`src/rtl/l1_read_arbiter_pkg.sv`:
```
// l1_read_arbiter_pkg: shared state type, port index type and priority encoder for the L1 read arbiter
package l1_read_arbiter_pkg;

    localparam int MAX_PORTS = 8;

    typedef enum logic [1:0] {IDLE, REQ, BURST} l1_arb_state_t;
    typedef logic [2:0] port_idx_t;

    function automatic port_idx_t priority_encoder(input logic [MAX_PORTS-1:0] v);
        priority_encoder = '0;
        for (int i = MAX_PORTS - 1; i >= 0; i--)
            if (v[i]) priority_encoder = port_idx_t'(i);
    endfunction

endpackage

```
`src/rtl/l1_read_arbiter_if.sv`:
```
// l1_read_arbiter_if: requester-side and L2-side read bus of the L1 read arbiter
interface l1_read_arbiter_if #(
    parameter int NUM_PORTS = 2,
    parameter int ADDR_W = 30,
    parameter int RLEN_W = 5
);
    logic [NUM_PORTS-1:0] req_request;
    logic [NUM_PORTS*ADDR_W-1:0] req_addr;
    logic [NUM_PORTS*RLEN_W-1:0] req_rlen;
    logic [NUM_PORTS-1:0] req_ack;
    logic [NUM_PORTS-1:0] req_rvalid;
    logic [31:0] req_rdata;
    logic l2_request;
    logic [ADDR_W-1:0] l2_addr;
    logic [RLEN_W-1:0] l2_rlen;
    logic l2_ack;
    logic l2_rvalid;
    logic [31:0] l2_rdata;

    modport master (
        output req_request, req_addr, req_rlen, l2_ack, l2_rvalid, l2_rdata,
        input req_ack, req_rvalid, req_rdata, l2_request, l2_addr, l2_rlen
    );

    modport slave (
        input req_request, req_addr, req_rlen, l2_ack, l2_rvalid, l2_rdata,
        output req_ack, req_rvalid, req_rdata, l2_request, l2_addr, l2_rlen
    );
endinterface

```
`src/rtl/l1_read_arbiter_rr_select.sv`:
```
// l1_read_arbiter_rr_select: combinational round-robin picker, first request at or above rr_ptr with wrap
module l1_read_arbiter_rr_select
    import l1_read_arbiter_pkg::*;
#(
    parameter int NUM_PORTS = 2
) (
    input logic [NUM_PORTS-1:0] request,
    input port_idx_t rr_ptr,
    output logic [NUM_PORTS-1:0] grant,
    output port_idx_t grant_idx,
    output logic any
);
    logic [2*NUM_PORTS-1:0] doubled;
    logic [NUM_PORTS-1:0] rotated;
    port_idx_t offset;
    logic [3:0] sum;

    always_comb begin
        doubled = {request, request};
        rotated = NUM_PORTS'(doubled >> rr_ptr);
        offset = priority_encoder(MAX_PORTS'(rotated));
        sum = {1'b0, offset} + {1'b0, rr_ptr};
        grant_idx = (sum >= 4'(NUM_PORTS)) ? 3'(sum - 4'(NUM_PORTS)) : 3'(sum);
        any = |request;
        grant = any ? NUM_PORTS'(1) << grant_idx : '0;
    end
endmodule

```
`src/rtl/l1_read_arbiter.sv`:
```
// l1_read_arbiter: round-robin sharing of one single-outstanding L2 read burst port between requesters
module l1_read_arbiter
    import l1_read_arbiter_pkg::*;
#(
    parameter int NUM_PORTS = 2,
    parameter int ADDR_W = 30,
    parameter int RLEN_W = 5
) (
    input logic clk,
    input logic rst,
    l1_read_arbiter_if.slave bus
);
    l1_arb_state_t state_q, state_d;
    logic [NUM_PORTS-1:0] grant_q, grant_d, pick;
    port_idx_t grant_idx_q, grant_idx_d, rr_ptr_q, rr_ptr_d, pick_idx;
    logic [RLEN_W-1:0] burst_len_q, burst_len_d, beat_count_q, beat_count_d;
    logic any_req;

    l1_read_arbiter_rr_select #(.NUM_PORTS(NUM_PORTS)) u_rr_select (
        .request(bus.req_request),
        .rr_ptr(rr_ptr_q),
        .grant(pick),
        .grant_idx(pick_idx),
        .any(any_req)
    );

    always_ff @(posedge clk) begin
        if (rst) begin
            state_q <= IDLE;
            grant_q <= '0;
            grant_idx_q <= '0;
            rr_ptr_q <= '0;
            burst_len_q <= '0;
            beat_count_q <= '0;
        end else begin
            state_q <= state_d;
            grant_q <= grant_d;
            grant_idx_q <= grant_idx_d;
            rr_ptr_q <= rr_ptr_d;
            burst_len_q <= burst_len_d;
            beat_count_q <= beat_count_d;
        end
    end

    always_comb begin
        state_d = state_q;
        grant_d = grant_q;
        grant_idx_d = grant_idx_q;
        rr_ptr_d = rr_ptr_q;
        burst_len_d = burst_len_q;
        beat_count_d = beat_count_q;
        case (state_q)
            IDLE: if (any_req) begin
                grant_d = pick;
                grant_idx_d = pick_idx;
                state_d = REQ;
            end
            REQ: if (bus.l2_ack) begin
                burst_len_d = bus.l2_rlen;
                beat_count_d = '0;
                rr_ptr_d = (grant_idx_q == port_idx_t'(NUM_PORTS - 1)) ? '0 : grant_idx_q + 3'd1;
                state_d = BURST;
            end
            BURST: if (bus.l2_rvalid) begin
                beat_count_d = beat_count_q + RLEN_W'(1);
                state_d = (beat_count_q == burst_len_q) ? IDLE : BURST;
            end
            default: state_d = IDLE;
        endcase
    end

    // l2_request decodes the state flop, so it follows the request by one cycle
    assign bus.l2_request = (state_q == REQ);
    assign bus.l2_addr = ADDR_W'(bus.req_addr >> (grant_idx_q * ADDR_W));
    assign bus.l2_rlen = RLEN_W'(bus.req_rlen >> (grant_idx_q * RLEN_W));
    assign bus.req_ack = (state_q == REQ && bus.l2_ack) ? grant_q : '0;
    assign bus.req_rvalid = (state_q == BURST && bus.l2_rvalid) ? grant_q : '0;
    assign bus.req_rdata = bus.l2_rdata;

    always_ff @(posedge clk) begin
        if (!rst) begin
            assert (!bus.l2_ack || bus.l2_request);
            assert (!bus.l2_rvalid || state_q == BURST);
            assert (state_q != REQ || |(bus.req_request & grant_q));
        end
    end
endmodule

```
`src/flat_wrapper.sv`:
```
// flat-port wrapper written by rule: the top's interface ports become plain ports
module l1_read_arbiter_flat import l1_read_arbiter_pkg::*;
#(
    parameter int NUM_PORTS = 2,
    parameter int ADDR_W = 30,
    parameter int RLEN_W = 5
)
  (clk, rst, bus_req_request, bus_req_addr, bus_req_rlen, bus_l2_ack, bus_l2_rvalid, bus_l2_rdata, bus_req_ack, bus_req_rvalid, bus_req_rdata, bus_l2_request, bus_l2_addr, bus_l2_rlen);
  l1_read_arbiter_if #(.NUM_PORTS(NUM_PORTS), .ADDR_W(ADDR_W), .RLEN_W(RLEN_W)) bus_i ();
  input logic clk;
  input logic rst;
  input wire logic [$bits(bus_i.req_request)-1:0] bus_req_request;
  input wire logic [$bits(bus_i.req_addr)-1:0] bus_req_addr;
  input wire logic [$bits(bus_i.req_rlen)-1:0] bus_req_rlen;
  input wire logic [$bits(bus_i.l2_ack)-1:0] bus_l2_ack;
  input wire logic [$bits(bus_i.l2_rvalid)-1:0] bus_l2_rvalid;
  input wire logic [$bits(bus_i.l2_rdata)-1:0] bus_l2_rdata;
  output wire logic [$bits(bus_i.req_ack)-1:0] bus_req_ack;
  output wire logic [$bits(bus_i.req_rvalid)-1:0] bus_req_rvalid;
  output wire logic [$bits(bus_i.req_rdata)-1:0] bus_req_rdata;
  output wire logic [$bits(bus_i.l2_request)-1:0] bus_l2_request;
  output wire logic [$bits(bus_i.l2_addr)-1:0] bus_l2_addr;
  output wire logic [$bits(bus_i.l2_rlen)-1:0] bus_l2_rlen;
  assign bus_i.req_request = bus_req_request;
  assign bus_i.req_addr = bus_req_addr;
  assign bus_i.req_rlen = bus_req_rlen;
  assign bus_i.l2_ack = bus_l2_ack;
  assign bus_i.l2_rvalid = bus_l2_rvalid;
  assign bus_i.l2_rdata = bus_l2_rdata;
  assign bus_req_ack = bus_i.req_ack;
  assign bus_req_rvalid = bus_i.req_rvalid;
  assign bus_req_rdata = bus_i.req_rdata;
  assign bus_l2_request = bus_i.l2_request;
  assign bus_l2_addr = bus_i.l2_addr;
  assign bus_l2_rlen = bus_i.l2_rlen;
  l1_read_arbiter #(.NUM_PORTS(NUM_PORTS), .ADDR_W(ADDR_W), .RLEN_W(RLEN_W)) u_core (.clk(clk), .rst(rst), .bus(bus_i));
endmodule
```
`config.mk`:
```
export PLATFORM = sky130hd
export DESIGN_NAME = l1_read_arbiter_flat
export DESIGN_NICKNAME = d
export VERILOG_FILES = /design/src/rtl/l1_read_arbiter_pkg.sv /design/src/rtl/l1_read_arbiter_if.sv /design/src/rtl/l1_read_arbiter_rr_select.sv /design/src/rtl/l1_read_arbiter.sv /design/src/flat_wrapper.sv
export SDC_FILE = /design/constraint.sdc
export NUM_CORES = 1
export LEC_CHECK = 0
export ABC_AREA = 1
export CELL_PAD_IN_SITES_DETAIL_PLACEMENT = 2
export CELL_PAD_IN_SITES_GLOBAL_PLACEMENT = 2
export CORE_ASPECT_RATIO = 1.2
export CORE_MARGIN = 5
export CORE_UTILIZATION = 12
export CTS_CLUSTER_SIZE = 8
export DETAILED_ROUTE_END_ITERATION = 7
export HOLD_SLACK_MARGIN = 0.05
export PLACE_DENSITY_LB_ADDON = 0.1
export SKIP_CTS_REPAIR_TIMING = 1
export SLEW_MARGIN = 20
export SYNTH_ARGS = -nofsm -noshare
export SYNTH_HDL_FRONTEND = slang
export SYNTH_SLANG_ARGS = --single-unit
```
`constraint.sdc`:
```
create_clock -name clk -period 1.63 [get_ports clk]
set_clock_uncertainty 0.1 [all_clocks]
set_input_delay 0.2445 -clock clk [delete_from_list [all_inputs] [get_ports clk]]
set_output_delay 0.2445 -clock clk [all_outputs]
set_load 0.01 [all_outputs]
```
==> results.md <==
- After detailed routing, the number of remaining DRC violations is 0.
- The hold-critical path endpoint is u_core.grant_q[1].
- The tightest hold path in the finished design has a slack of 0.376 ns.
- The clock latency on the worst-skew pair is 0.26 ns.
- The synthesized-area fraction occupied by ao, oa, aoi and oai cells is 17.0%.
- The tree is rooted in a sky130_fd_sc_hd__clkbuf_16.
- The number of vias after detailed routing is 2,313.
- The post-route netlist has 36.7% of its cells at a drive strength greater than 1.
- The post-synthesis adder-cell area fraction is 0.723%.
- In this run the number of H-tree levels came out at 1.
- The data required time at the worst endpoint is 1.29 ns.
- Summed over all nets, the half-perimeter wirelength after detailed placement is 6.93 mm.
- The logic depth of the worst register-to-register path is 7.
- The worst hold path was traced through 2 stages.
- The number of buffers inserted during clock tree synthesis is 3.
- 0 antenna diodes ended up in the layout.
- The checks that failed: setup timing.
- By startpoint and endpoint, the worst setup path is classified as flip-flop to primary output.
- The standard-cell row count is 48.
- The total count of max-transition violations in the final report is 0.
- The routed wire length per instance is 14.8 um.
- The pre-antenna-repair detailed-routing pass consisted of 3 iterations.
- The count of buffers added on input and output ports is 115.
- The count of maximum capacitance violations is 0.
- The worst IR drop on VDD is 0.000290 V.
- The number of global-route vias before repair is 2,631.
- The total wire length is 8.69 mm.
- The mean number of vias per cell is 3.95.
- The startpoint of the tightest hold check path is u_core.grant_q[1].
- The most common cell after layout, fill and taps aside is sky130_fd_sc_hd__clkdlybuf4s50_1.
- The post-layout net count is 521.
- The period utilization is 106%.
- The initial antenna violation count is 0.
- The final-report setup violation count is 31.
- Synthesis instantiated 30 different standard cells from the library.
- The placer's final routability congestion estimate is 0.661.
- The final-report hold violation count was 0.
- The prevailing post-synth register cell is sky130_fd_sc_hd__dfxtp_1.
- The category of the worst setup path launch point is a flip-flop.
- In the global route stage, overall resource usage came out at 9.80%.
- The proportion of register bits with asynchronous set or reset after synthesis is 0%.
- The peak fanout along the critical path is 6.
- Once layout is complete, the cells apart from fillers number 586.
- The die covers 16,900 um^2.
- The x dimension of the die is 120 um.
- After synthesis the cells add up to 1730 um^2.
- The pin count of the biggest net entering global routing is 24.
- The total power density per cell area is 592 nW/um^2.
- Setup repair after global routing could not meet its margin everywhere.
- A synthesized cell averages 5.95 um^2.
- The die span in y is 142 um.
- The core region is 14,300 um^2.
- During I/O placement, the number of pins put on the boundary was 180.
- Of the total synthesized cell area, the portion taken by XOR and XNOR cells is 1.01%.
- Timing would allow up to 579 MHz.
- The clock tree from TritonCTS is yes.
- In this run, synthesis inferred 0 flip-flops with an integrated enable.
- The worst hold path belongs to the class flip-flop to flip-flop.
- For the pin with the worst max-slew slack, the measured transition is 0.274 ns.
- The number of storage elements in the synthesis netlist is 20.
- Relative to the synthesized area, the layout overhead comes to 97.8%.
- The DRC violation total after the first TritonRoute iteration is 31.
- In this run the remaining antenna-violating nets after routing total 0.
- Clock-pin slew was measured on the worst setup and hold paths at 0.06 ns.
- The post-synthesis mux area share is 0.650%.
- The worst register-to-register path begins at u_core.grant_idx_q[0].
- The endpoint of the most critical register-to-register path is u_core.rr_ptr_q[2].
- Data on the critical path arrives at its endpoint at 1.38 ns.
- Across all setup checks in the final design, the least slack found is -0.0970 ns.
- The library cells used most frequently in the layout, excluding fill and tap cells, are sky130_fd_sc_hd__clkdlybuf4s50_1 (75), sky130_fd_sc_hd__nor2_1 (74), sky130_fd_sc_hd__buf_2 (30), sky130_fd_sc_hd__o21ai_2 (29), sky130_fd_sc_hd__buf_4 (29).
- The post-route setup TNS is -2.11 ns.
- The post-place setup slack is -0.298 ns.
- The core occupancy in the finished layout is 24.0%.
- The setup check on the worst reg-to-reg path leaves a slack of 0.20 ns.
- The total instance count after detailed placement is 570.
- The count of fill cells added during filler insertion is 1,664.
- The number of warning messages in the yosys log is 0.
- The analysis attributes to cell leakage a power of 1.55 nW.
- The maximum root-to-sink buffer count is 2.
- The kind of capture point of the worst setup path is a primary output.
- When the netlist entered floorplanning its net count stood at 400.
- The first-pass GRT wire length is 13.3 mm.
- For this configuration, the core starts out at a cell density of 12.1%.
- The run finished, with violations left.
- Summing the sequential cell areas from Yosys gives 23.1% of the chip area.
- The total congestion overflow after global routing is 0.
- The max-slew headroom at the worst pin is 81.7%.
- The CTS sink count is 20.
- The post-route minimum period is 1.73 ns.
- The synthesized instance count is 291.
- After synthesis, the largest family of logic cells by area is simple AND/OR/NAND/NOR gates.
- The post-synthesis share of cell area spent on and, or, nand and nor gates is 34.8%.
==> state kept, by name, summed over array words and instances, names as in the netlist <==
name,flops
u_core.beat_count_q,5
u_core.state_q,2
u_core.burst_len_q,5
u_core.grant_q,2
u_core.grant_idx_q,3
u_core.rr_ptr_q,3
==> critical path, stage by stage, from the launching register on <==
cell and delay, ns:
sky130_fd_sc_hd__dfxtp_2 0.33, sky130_fd_sc_hd__nor2_4 0.19, sky130_fd_sc_hd__buf_6 0.15, sky130_fd_sc_hd__clkbuf_16 0.15, sky130_fd_sc_hd__o21ai_1 0.06, sky130_fd_sc_hd__nor2_1 0.09
sky130_fd_sc_hd__clkbuf_2 0.14
==> area by class of cell <==
class / instances / area, um^2 / area share (%)
repair buffers: 159 / 1490 / 43.5
multi-input cells: 199 / 1100 / 32.2
flip-flops and latches: 20 / 408 / 11.9
well taps: 175 / 219 / 6.39
inverters: 29 / 114 / 3.32
clock buffers: 4 / 88.8 / 2.59
==> routing by layer <==
metal / track usage, % / wire length (um) / vias to the layer above / share of wire (%)
li1: - / - / 1133 / -
met3: 3.07 / 562 / 9 / 6.5
met2: 19.4 / 4870 / 83 / 56
met1: 9.85 / 3170 / 1088 / 36
met5: 0 / 0 / - / 0
met4: 2.35 / 92 / 0 / 1.1
==> cells in the mapped netlist (all sizes together) (2+ instances only) <==
cell type | n | area (um^2)
nand3 | 9 | 45.0
and3 | 2 | 13.8
a21oi | 13 | 65.1
o21ai | 36 | 184
clkbuf | 8 | 30.0
dfxtp | 20 | 400
or2 | 4 | 25.0
nor3 | 2 | 15.0
inv | 28 | 105
o22ai | 6 | 37.5
buf | 35 | 255
nand4 | 3 | 18.8
nand2 | 34 | 148
nor2 | 85 | 337
==> worst max path at each step <==
stage                           from               to  slack (ns)  cells past startpoint
2_1_floorplan  u_core.grant_idx_q[1]   bus_l2_addr[0]        0.29                      4
5_1_grt        u_core.grant_idx_q[2]  bus_l2_addr[16]       -0.20                      6
4_1_cts        u_core.grant_idx_q[0]   bus_l2_rlen[3]       -0.52                      5
3_5_place_dp         bus_req_rlen[8]   bus_l2_rlen[3]       -0.30                      5
3_3_place_gp         bus_req_rlen[8]   bus_l2_rlen[3]       -0.30                      5
6_report       u_core.grant_idx_q[2]  bus_l2_addr[16]        -0.1                      6
==> metrics by stage <==
stage | cell area (um^2) | total power, W
2_1_floorplan | 1730 | 0.000939
3_3_place_gp | 3120 | 0.00145
3_5_place_dp | 3120 | 0.00146
4_1_cts | 3210 | 0.00206
5_1_grt | 3430 | 0.00216
6_report | 3430 | 0.00203
==> logic make-up after synthesis <==
group                      after synthesis
and+or+nand+nor                        139
AOI/OAI and AO/OA                       56
buffers and inverters                   72
adders and majority gates                1
DFF                                     20
muxes                                    1
xor gates and xnor gates                 2
==> power by group <==
part	leakage, nW	internal [W]	switching (W)
registers	0.164	0.000519	0.0000230
logic	1.35	0.000492	0.000410
clock network	0.0442	0.000375	0.000208
total	1.55	0.00139	0.000641
(Power assumes the default switching activity.)
